File: config.mk
export PLATFORM = sky130hd
export DESIGN_NAME = midi_voice_alloc
export DESIGN_NICKNAME = d
export VERILOG_FILES = /design/src/rtl/midi_voice_alloc.sv
export SDC_FILE = /design/constraint.sdc
export NUM_CORES = 1
export LEC_CHECK = 0
export BUFFER_PORTS_ARGS = -buffer_cell sky130_fd_sc_hd__buf_2
export CORE_ASPECT_RATIO = 1.75
export CORE_MARGIN = 1
export CORE_UTILIZATION = 47
export CTS_CLUSTER_SIZE = 28
export DETAILED_ROUTE_END_ITERATION = 8
export PLACE_DENSITY_LB_ADDON = 0.08
export SYNTH_ARGS = -nofsm -noshare
export SYNTH_HDL_FRONTEND = slang
export SYNTH_SLANG_ARGS = --single-unit
File: constraint.sdc
create_clock -name clk -period 3.3 [get_ports clk]
set_clock_uncertainty 0.15 [all_clocks]
set_input_delay 0.165 -clock clk [delete_from_list [all_inputs] [get_ports clk]]
set_output_delay 0.165 -clock clk [all_outputs]
set_load 0.01 [all_outputs]
File: src/rtl/midi_voice_alloc.sv
// Polyphonic voice allocator: maps decoded MIDI note messages onto
// VOICES gate/note/velocity slots with retrigger, free-slot and LRU stealing.
module midi_voice_alloc #(
    parameter int         VOICES  = 4,
    parameter logic [3:0] CHANNEL = 4'd0,
    parameter bit         OMNI    = 1'b1
) (
    input  logic                  clk,
    input  logic                  rst,
    input  logic [3:0]            ch_message,
    input  logic [3:0]            chan,
    input  logic [6:0]            note,
    input  logic [6:0]            velocity,
    input  logic [6:0]            lsb,
    output logic [VOICES-1:0]     gate,
    output logic [7*VOICES-1:0]   voice_note,
    output logic [7*VOICES-1:0]   voice_vel,
    output logic [VOICES-1:0]     retrig
);

    localparam int RW = $clog2(VOICES);

    localparam logic [3:0] MSG_OFF = 4'b1000;
    localparam logic [3:0] MSG_ON  = 4'b1001;
    localparam logic [3:0] MSG_CC  = 4'b1011;
    localparam logic [6:0] CC_ANO  = 7'd123;
    localparam logic [RW-1:0] OLDEST = RW'(VOICES - 1);

    logic [6:0]    note_q [VOICES];
    logic [6:0]    vel_q  [VOICES];
    logic [RW-1:0] rank_q [VOICES];
    logic [RW-1:0] rank_n [VOICES];

    logic              accepted;
    logic              is_on;
    logic              is_off;
    logic              is_ano;
    logic              hit_any;
    logic              free_any;
    logic [RW-1:0]     hit_idx;
    logic [RW-1:0]     free_idx;
    logic [RW-1:0]     old_idx;
    logic [RW-1:0]     sel_idx;
    logic [VOICES-1:0] match_mask;
    logic [VOICES-1:0] retrig_n;

    // Message qualification; a zero-velocity note-on is a note-off.
    always_comb begin
        accepted = (ch_message != 4'd0) && (OMNI || (chan == CHANNEL));
        is_on    = accepted && (ch_message == MSG_ON) && (velocity != 7'd0);
        is_off   = accepted && ((ch_message == MSG_OFF) ||
                   ((ch_message == MSG_ON) && (velocity == 7'd0)));
        is_ano   = accepted && (ch_message == MSG_CC) && (lsb == CC_ANO);
    end

    // Locate the held match, the first free slot and the oldest voice.
    always_comb begin
        hit_any    = 1'b0;
        free_any   = 1'b0;
        hit_idx    = '0;
        free_idx   = '0;
        old_idx    = '0;
        match_mask = '0;
        for (int i = VOICES - 1; i >= 0; i--) begin
            if (gate[i] && (note_q[i] == note)) begin
                hit_any    = 1'b1;
                hit_idx    = RW'(i);
                match_mask[i] = 1'b1;
            end
            if (!gate[i]) begin
                free_any = 1'b1;
                free_idx = RW'(i);
            end
            if (rank_q[i] == OLDEST) begin
                old_idx = RW'(i);
            end
        end
    end

    // Pick the target voice and derive its retrig bit and the new LRU order.
    always_comb begin
        if (hit_any) begin
            sel_idx = hit_idx;
        end else if (free_any) begin
            sel_idx = free_idx;
        end else begin
            sel_idx = old_idx;
        end
        retrig_n = '0;
        retrig_n[sel_idx] = 1'b1;
        for (int i = 0; i < VOICES; i++) begin
            if (RW'(i) == sel_idx) begin
                rank_n[i] = '0;
            end else if (rank_q[i] < rank_q[sel_idx]) begin
                rank_n[i] = rank_q[i] + 1'b1;
            end else begin
                rank_n[i] = rank_q[i];
            end
        end
    end

    // Voice state registers; reset overrides any coincident message.
    always_ff @(posedge clk) begin
        if (rst) begin
            gate   <= '0;
            retrig <= '0;
            for (int i = 0; i < VOICES; i++) begin
                note_q[i] <= '0;
                vel_q[i]  <= '0;
                rank_q[i] <= RW'(i);
            end
        end else begin
            retrig <= '0;
            if (is_on) begin
                gate[sel_idx]   <= 1'b1;
                note_q[sel_idx] <= note;
                vel_q[sel_idx]  <= velocity;
                retrig          <= retrig_n;
                for (int i = 0; i < VOICES; i++) begin
                    rank_q[i] <= rank_n[i];
                end
            end else if (is_off) begin
                gate <= gate & ~match_mask;
            end else if (is_ano) begin
                gate <= '0;
            end
        end
    end

    for (genvar g = 0; g < VOICES; g++) begin : g_flat
        assign voice_note[7*g +: 7] = note_q[g];
        assign voice_vel[7*g +: 7]  = vel_q[g];
    end

endmodule

After elaboration in Yosys (flattened, before gate mapping)
Memory sizes are Yosys's and may differ from the RTL's.
Index checks and enable logic that the tools add are counted.
Operators by class
  add/sub/neg operators: 4
  order comparisons: 6
  eq/ne operators: 15
  mux-type cells: 53
  bitwise operators: 8
  reductions and logical operators: 20
Operator list (count)
  $mux W2: 28
  $eq A7 B7 Y1: 4
  $mux W1: 19
  $mux W7: 2
  $reduce_or A7 Y1: 2
  $eq A4 B4 Y1 const B: 3
  $mux W4: 3
  $logic_and A1 B1 Y1: 11
  $add A2 B1 Y2 const B: 4
  $eq A2 B2 Y1 const B: 4
  $lt A2 B2 Y1: 4
  $eq A7 B7 Y1 const B: 1
  $logic_not A7 Y1: 1
  $reduce_bool A7 Y1: 1
  $and A4 B4 Y4: 1
  $eq A2 B2 Y1 const A: 2
  $not A4 Y4: 1
  $or A1 B1 Y1: 4
  $or A4 B4 Y4: 1
  $reduce_bool A4 Y1: 1
  $lt A2 B3 Y1 const B: 1
  $reduce_bool A3 Y1: 1
  $demux W1 S2: 1
  $eq A1 B2 Y1 const A: 1
  other kinds (5): 5
Storage, ports and cells
  flip-flop bits (word level): 8
  memory bits (writable): 64
  bits of input ports: 31
  output and inout bits: 64
  word-level logic and storage cells: 111
  memories kept: 3
Memories
  note_q: words 4, bits a word 7, read ports 4, clocked after Yosys merged registers in 0, write ports 4, line 29  | logic [6:0] note_q [VOICES];
  vel_q: words 4, bits a word 7, read ports 4, clocked after Yosys merged registers in 0, write ports 4, line 30  | logic [6:0] vel_q [VOICES];
  rank_q: words 4, bits a word 2, read ports 5, clocked after Yosys merged registers in 0, write ports 4, line 31  | logic [RW-1:0] rank_q [VOICES];

Logic depth before layout (Yosys ltp)
  word-level depth: 13
  gate-level depth with buffers: 10
  gate-level depth less buffers: 9

Worst setup path before layout
No wires, ideal clock.
  path kind: reg-to-reg
  start: memory rank_q[2][0] (netlist name)
  end: memory rank_q[1][0] (netlist name), enable pin
  setup time: 0.300 ns
  arrival time: 3.043 ns
  data required time: 2.850 ns
  setup slack: -0.193 ns
  cell stages (with the launch flop): 10
  buffers on the path: 1
  period minus slack after synthesis: 3.493 ns
  cells stage by stage: edfxtp_1 ha_1 and2b_2 o311ai_1 a21boi_1 a41oi_1 or2_2 buf_2 o21ai_0 a211o_1
RTL lines (line)
  start, declared: 31

==> insert_results.sql <==
INSERT INTO impl_metrics (metric_group, metric, value, unit) VALUES
('status', 'outcome', 'complete, no violations', ''),
('sta', 'min_period', '3.105', 'ns'),
('critical_path', 'timing.critical_path.cells', 'ha_1 > and2b_2 > o311ai_1 > or3_1 > a211oi_2 > a32oi_1 > o21ai_0 > o32ai_1 > a221o_1', ''),
('pwr', 'worst_ir_drop_vdd', '0.0003986', 'V'),
('synthesis', 'syn-num-nets', '354', ''),
('clock_tree', 'clock_tree.htree_level_count', '3', ''),
('drt', 'drt-pass1-iter-count', '6', ''),
('critical_path', 'critical_path.slowest_cell', 'sky130_fd_sc_hd__edfxtp_1', ''),
('floorplan', 'dieHeight', '116.4', 'um'),
('clock_tree', 'cts_buffer_depth', '2', ''),
('grt', 'groute.usage.overall', '0.2567', ''),
('synthesis', 'yosys-top-cells-area', 'sky130_fd_sc_hd__edfxtp_1 55%, sky130_fd_sc_hd__nor2_1 6.6%, sky130_fd_sc_hd__xnor2_1 6.0%', ''),
('sta', 'fin_crit_sh', '0.9410', ''),
('clock_tree', 'clk_transition_reported_paths', '0.06', 'ns'),
('drt', 'first_iter_violations', '112', ''),
('sta', 'achievable-frequency', '0.3220', 'GHz'),
('critical_path', 'setup.worst_path.start_class', 'flop', ''),
('drt', 'route.detailed.drc', '0', ''),
('critical_path', 'critical_path_buf_inv_count', '0', ''),
('grt', 'largest_net_degree_at_the_start_of_global_routing', '23', ''),
('floorplan', 'dieArea', '7842', 'um2'),
('place', 'placement.io_buffers', '90', ''),
('synthesis', 'yosysUniqueCellTypes', '56', ''),
('place', 'pre_cts_slack', '0.1922', 'ns'),
('floorplan', 'floorplan.io_pins', '95', ''),
('drt', 'wl_per_cell', '18.01', 'um'),
('hold_path', 'holdCritPathClass', 'in2reg', ''),
('layout', 'num-nets-final', '453', ''),
('critical_path', 'critPathMaxFanout', '4', ''),
('pwr', 'seqPwrFrac', '0.484', ''),
('grt', 'number_of_global_route_vias_before_repair', '2744', ''),
('critical_path', 'arrival_time_at_the_worst_endpoint', '3.04', 'ns'),
('pwr', 'logic_pwr_share', '0.083', ''),
('sta', 'normalized_max_slew_margin', '0.6509', ''),
('synthesis', 'yosys-top-cells-count', '64 x sky130_fd_sc_hd__edfxtp_1, 62 x sky130_fd_sc_hd__nor2_1, 27 x sky130_fd_sc_hd__nand2_1, 24 x sky130_fd_sc_hd__xnor2_1, 20 x sky130_fd_sc_hd__inv_1', ''),
('synthesis', 'seq_area_frac_synth', '0.5924', ''),
('place', 'detailedPlacementHpwl', '6725', 'um'),
('clock_tree', 'cts_tree', 'done', ''),
('floorplan', 'placementRows', '41', ''),
('clock_tree', 'clock_insertion_delay_worst_skew', '0.33', 'ns'),
('critical_path', 'reg2reg_setup_slack', '0.19', 'ns'),
('place', 'post_dp_cell_area', '4085', 'um2'),
('pwr', 'power-per-cell-area', '491.2', 'nW/um2'),
('sta', 'rsz0062_at_grt', 'no', ''),
('synthesis', 'synthesis.yosys.warnings', '0', ''),
('critical_path', 'worstSetupEndpointType', 'flop', ''),
('drt', 'num_vias', '2722', ''),
('clock_tree', 'ctsRootBufferMaster', 'sky130_fd_sc_hd__clkbuf_16', ''),
('grt', 'gr_overflow_total', '0', ''),
('grt', 'grt_pass1_wl', '13940', 'um'),
('critical_path', 'cpLargestDelayFamily', 'compound AO/OA/AOI/OAI gates', ''),
('synthesis', 'count_of_flip_flops_with_a_built_in_enable_after_synthesis', '64', ''),
('pwr', 'switching_power', '0.0004753', 'W'),
('sta', 'setup_ws', '0.1948', 'ns'),
('clock_tree', 'cts.sink_count', '72', ''),
('sta', 'setup-tns-final', '0', 'ns'),
('synthesis', 'netlist.top_cell.by_area', 'sky130_fd_sc_hd__edfxtp_1', ''),
('sta', 'final-max-slew-violation-count', '0', ''),
('floorplan', 'initial_util', '0.4859', ''),
('layout', 'area_delta_synth_final', '24.74', '%'),
('layout', 'ratio_of_cells_with_drive_above_1_in_the_final_layout', '0.3121', ''),
('synthesis', 'syn_inst', '319', ''),
('critical_path', 'worst-endpoint-required', '3.23', 'ns'),
('clock_tree', 'cts_made_buffers', '9', ''),
('critical_path', 'crit_type', 'reg2reg', ''),
('synthesis', 'postSynth.asyncResetShare', '0', ''),
('critical_path', 'crit_path_max_incr_delay', '0.46', 'ns'),
('grt', 'grt_antenna_before_repair', '0', ''),
('clock_tree', 'cts_resized', '0', ''),
('pwr', 'power_switching_share', '0.2207', ''),
('pwr', 'power.leakage', '1.838', 'nW');
==> stage by stage <==
| stage | util | hold slack, ns | power, W | instances |
|---|---|---|---|---|
| final | 0.6061 | 0.03986 | 0.002154 | 509 |
| after global routing | 0.6061 | 0.04039 | 0.002219 | 509 |
| after CTS | 0.6061 | 0.02109 | 0.002176 | 509 |
| after detailed placement | 0.5648 | 0.2652 | 0.001240 | 492 |
| after global placement | 0.5648 | 0.2656 | 0.001238 | 492 |
| after floorplan | - | 0.08407 | 0.001160 | 319 |
==> logic make-up (layout without fill, tap and decap cells) <==
| kind of cell | after synthesis | after routing | synth area share |
|---|---|---|---|
| AOI/OAI and AO/OA | 51 | 51 | 0.1025 |
| xor gates and xnor gates | 28 | 28 | 0.07191 |
| adders and majority gates | 4 | 4 | 0.01424 |
| buffers and inverters | 36 | 140 | 0.04912 |
| DFF | 72 | 72 | 0.5924 |
| and+or+nand+nor | 128 | 128 | 0.1698 |
==> repair_timing <==
action                                 CTS  global route
hold buffers                             1             0
setup buffers                            0             0
endpoints found under the hold margin    4             0
==> cell usage in the layout (no fill, tap or decap), types with 2 or more instances in the layout <==
cell type / synthesis / layout
sky130_fd_sc_hd__buf_2: 6 / 90
sky130_fd_sc_hd__edfxtp_1: 64 / 64
sky130_fd_sc_hd__nor2_1: 62 / 62
sky130_fd_sc_hd__nand2_1: 27 / 27
sky130_fd_sc_hd__xnor2_1: 24 / 24
sky130_fd_sc_hd__inv_1: 20 / 20
sky130_fd_sc_hd__o21ai_0: 17 / 13
sky130_fd_sc_hd__buf_4: 2 / 12
sky130_fd_sc_hd__clkbuf_16: 0 / 9
sky130_fd_sc_hd__nand4_1: 8 / 8
sky130_fd_sc_hd__a21oi_1: 8 / 8
sky130_fd_sc_hd__dfxtp_1: 8 / 8
sky130_fd_sc_hd__and3_1: 5 / 5
sky130_fd_sc_hd__nor3_1: 4 / 4
sky130_fd_sc_hd__nand3_1: 4 / 4
sky130_fd_sc_hd__o21ai_1: 0 / 4
sky130_fd_sc_hd__ha_1: 4 / 4
sky130_fd_sc_hd__xor2_1: 3 / 3
sky130_fd_sc_hd__and2_1: 3 / 3
sky130_fd_sc_hd__clkinv_2: 0 / 3
sky130_fd_sc_hd__nor4_1: 2 / 2
sky130_fd_sc_hd__or2_2: 2 / 2
sky130_fd_sc_hd__or3_1: 2 / 2
sky130_fd_sc_hd__o22ai_1: 2 / 2
sky130_fd_sc_hd__nand2b_1: 2 / 2
sky130_fd_sc_hd__o211ai_1: 2 / 2
sky130_fd_sc_hd__clkinvlp_4: 0 / 2
==> power by group through the flow <==
stage	Clock, W	Combinational, W	Sequential [W]
after CTS	0.000953	0.000181	0.00104
after detailed placement	0	0.000179	0.00106
after global placement	0	0.000177	0.00106
final	0.000933	0.000178	0.00104
after global routing	0.000979	0.000195	0.00105
after floorplan	0	0.0000845	0.00108
==> worst register-to-register path: stages, from the launching register on <==
cell and delay [ns]:
sky130_fd_sc_hd__edfxtp_1 0.46, sky130_fd_sc_hd__ha_1 0.26, sky130_fd_sc_hd__and2b_2 0.21, sky130_fd_sc_hd__o311ai_1 0.12
sky130_fd_sc_hd__or3_1 0.43, sky130_fd_sc_hd__a211oi_2 0.40, sky130_fd_sc_hd__a32oi_1 0.12, sky130_fd_sc_hd__o21ai_0 0.18
sky130_fd_sc_hd__o32ai_1 0.14, sky130_fd_sc_hd__a221o_1 0.40
==> path summary, 6_finish.rpt <==
kind,start,endpoint,cells past startpoint
setup / recovery,rank_q[2][0]$_SDFFCE_PP0P_,rank_q[3][1]$_SDFFCE_PN1P_,9
hold / removal,velocity[4],vel_q[3][4]$_DFFE_PP_,3
setup reg to reg,rank_q[2][0]$_SDFFCE_PP0P_,rank_q[3][1]$_SDFFCE_PN1P_,9
hold reg to reg,gate[0]$_SDFFE_PP0P_,gate[0]$_SDFFE_PP0P_,2
==> sequential cells by signal, summed over array words and instances (netlist names) <==
signal and count:
gate 4, note_q 28, retrig 4, rank_q 8, vel_q 28
==> layout make-up <==
class | count | area (um2)
clock inverters | 6 | 60.06
repair buffers | 104 | 570.5
flip-flops and latches | 72 | 2082
inverters | 20 | 75.07
multi-input cells | 211 | 1260
fillers | 626 | 2849
clock buffers | 10 | 229.0
well taps | 86 | 107.6
==> routing by layer <==
layer / vias up / global-route usage / wire, um
li1: 1326 / - / -
met1: 1293 / 0.2849 / 3706
met2: 81 / 0.4347 / 4734
met3: 22 / 0.06348 / 361
met4: 0 / 0.1489 / 363
met5: - / 0 / 0
(Power assumes the default switching activity.)
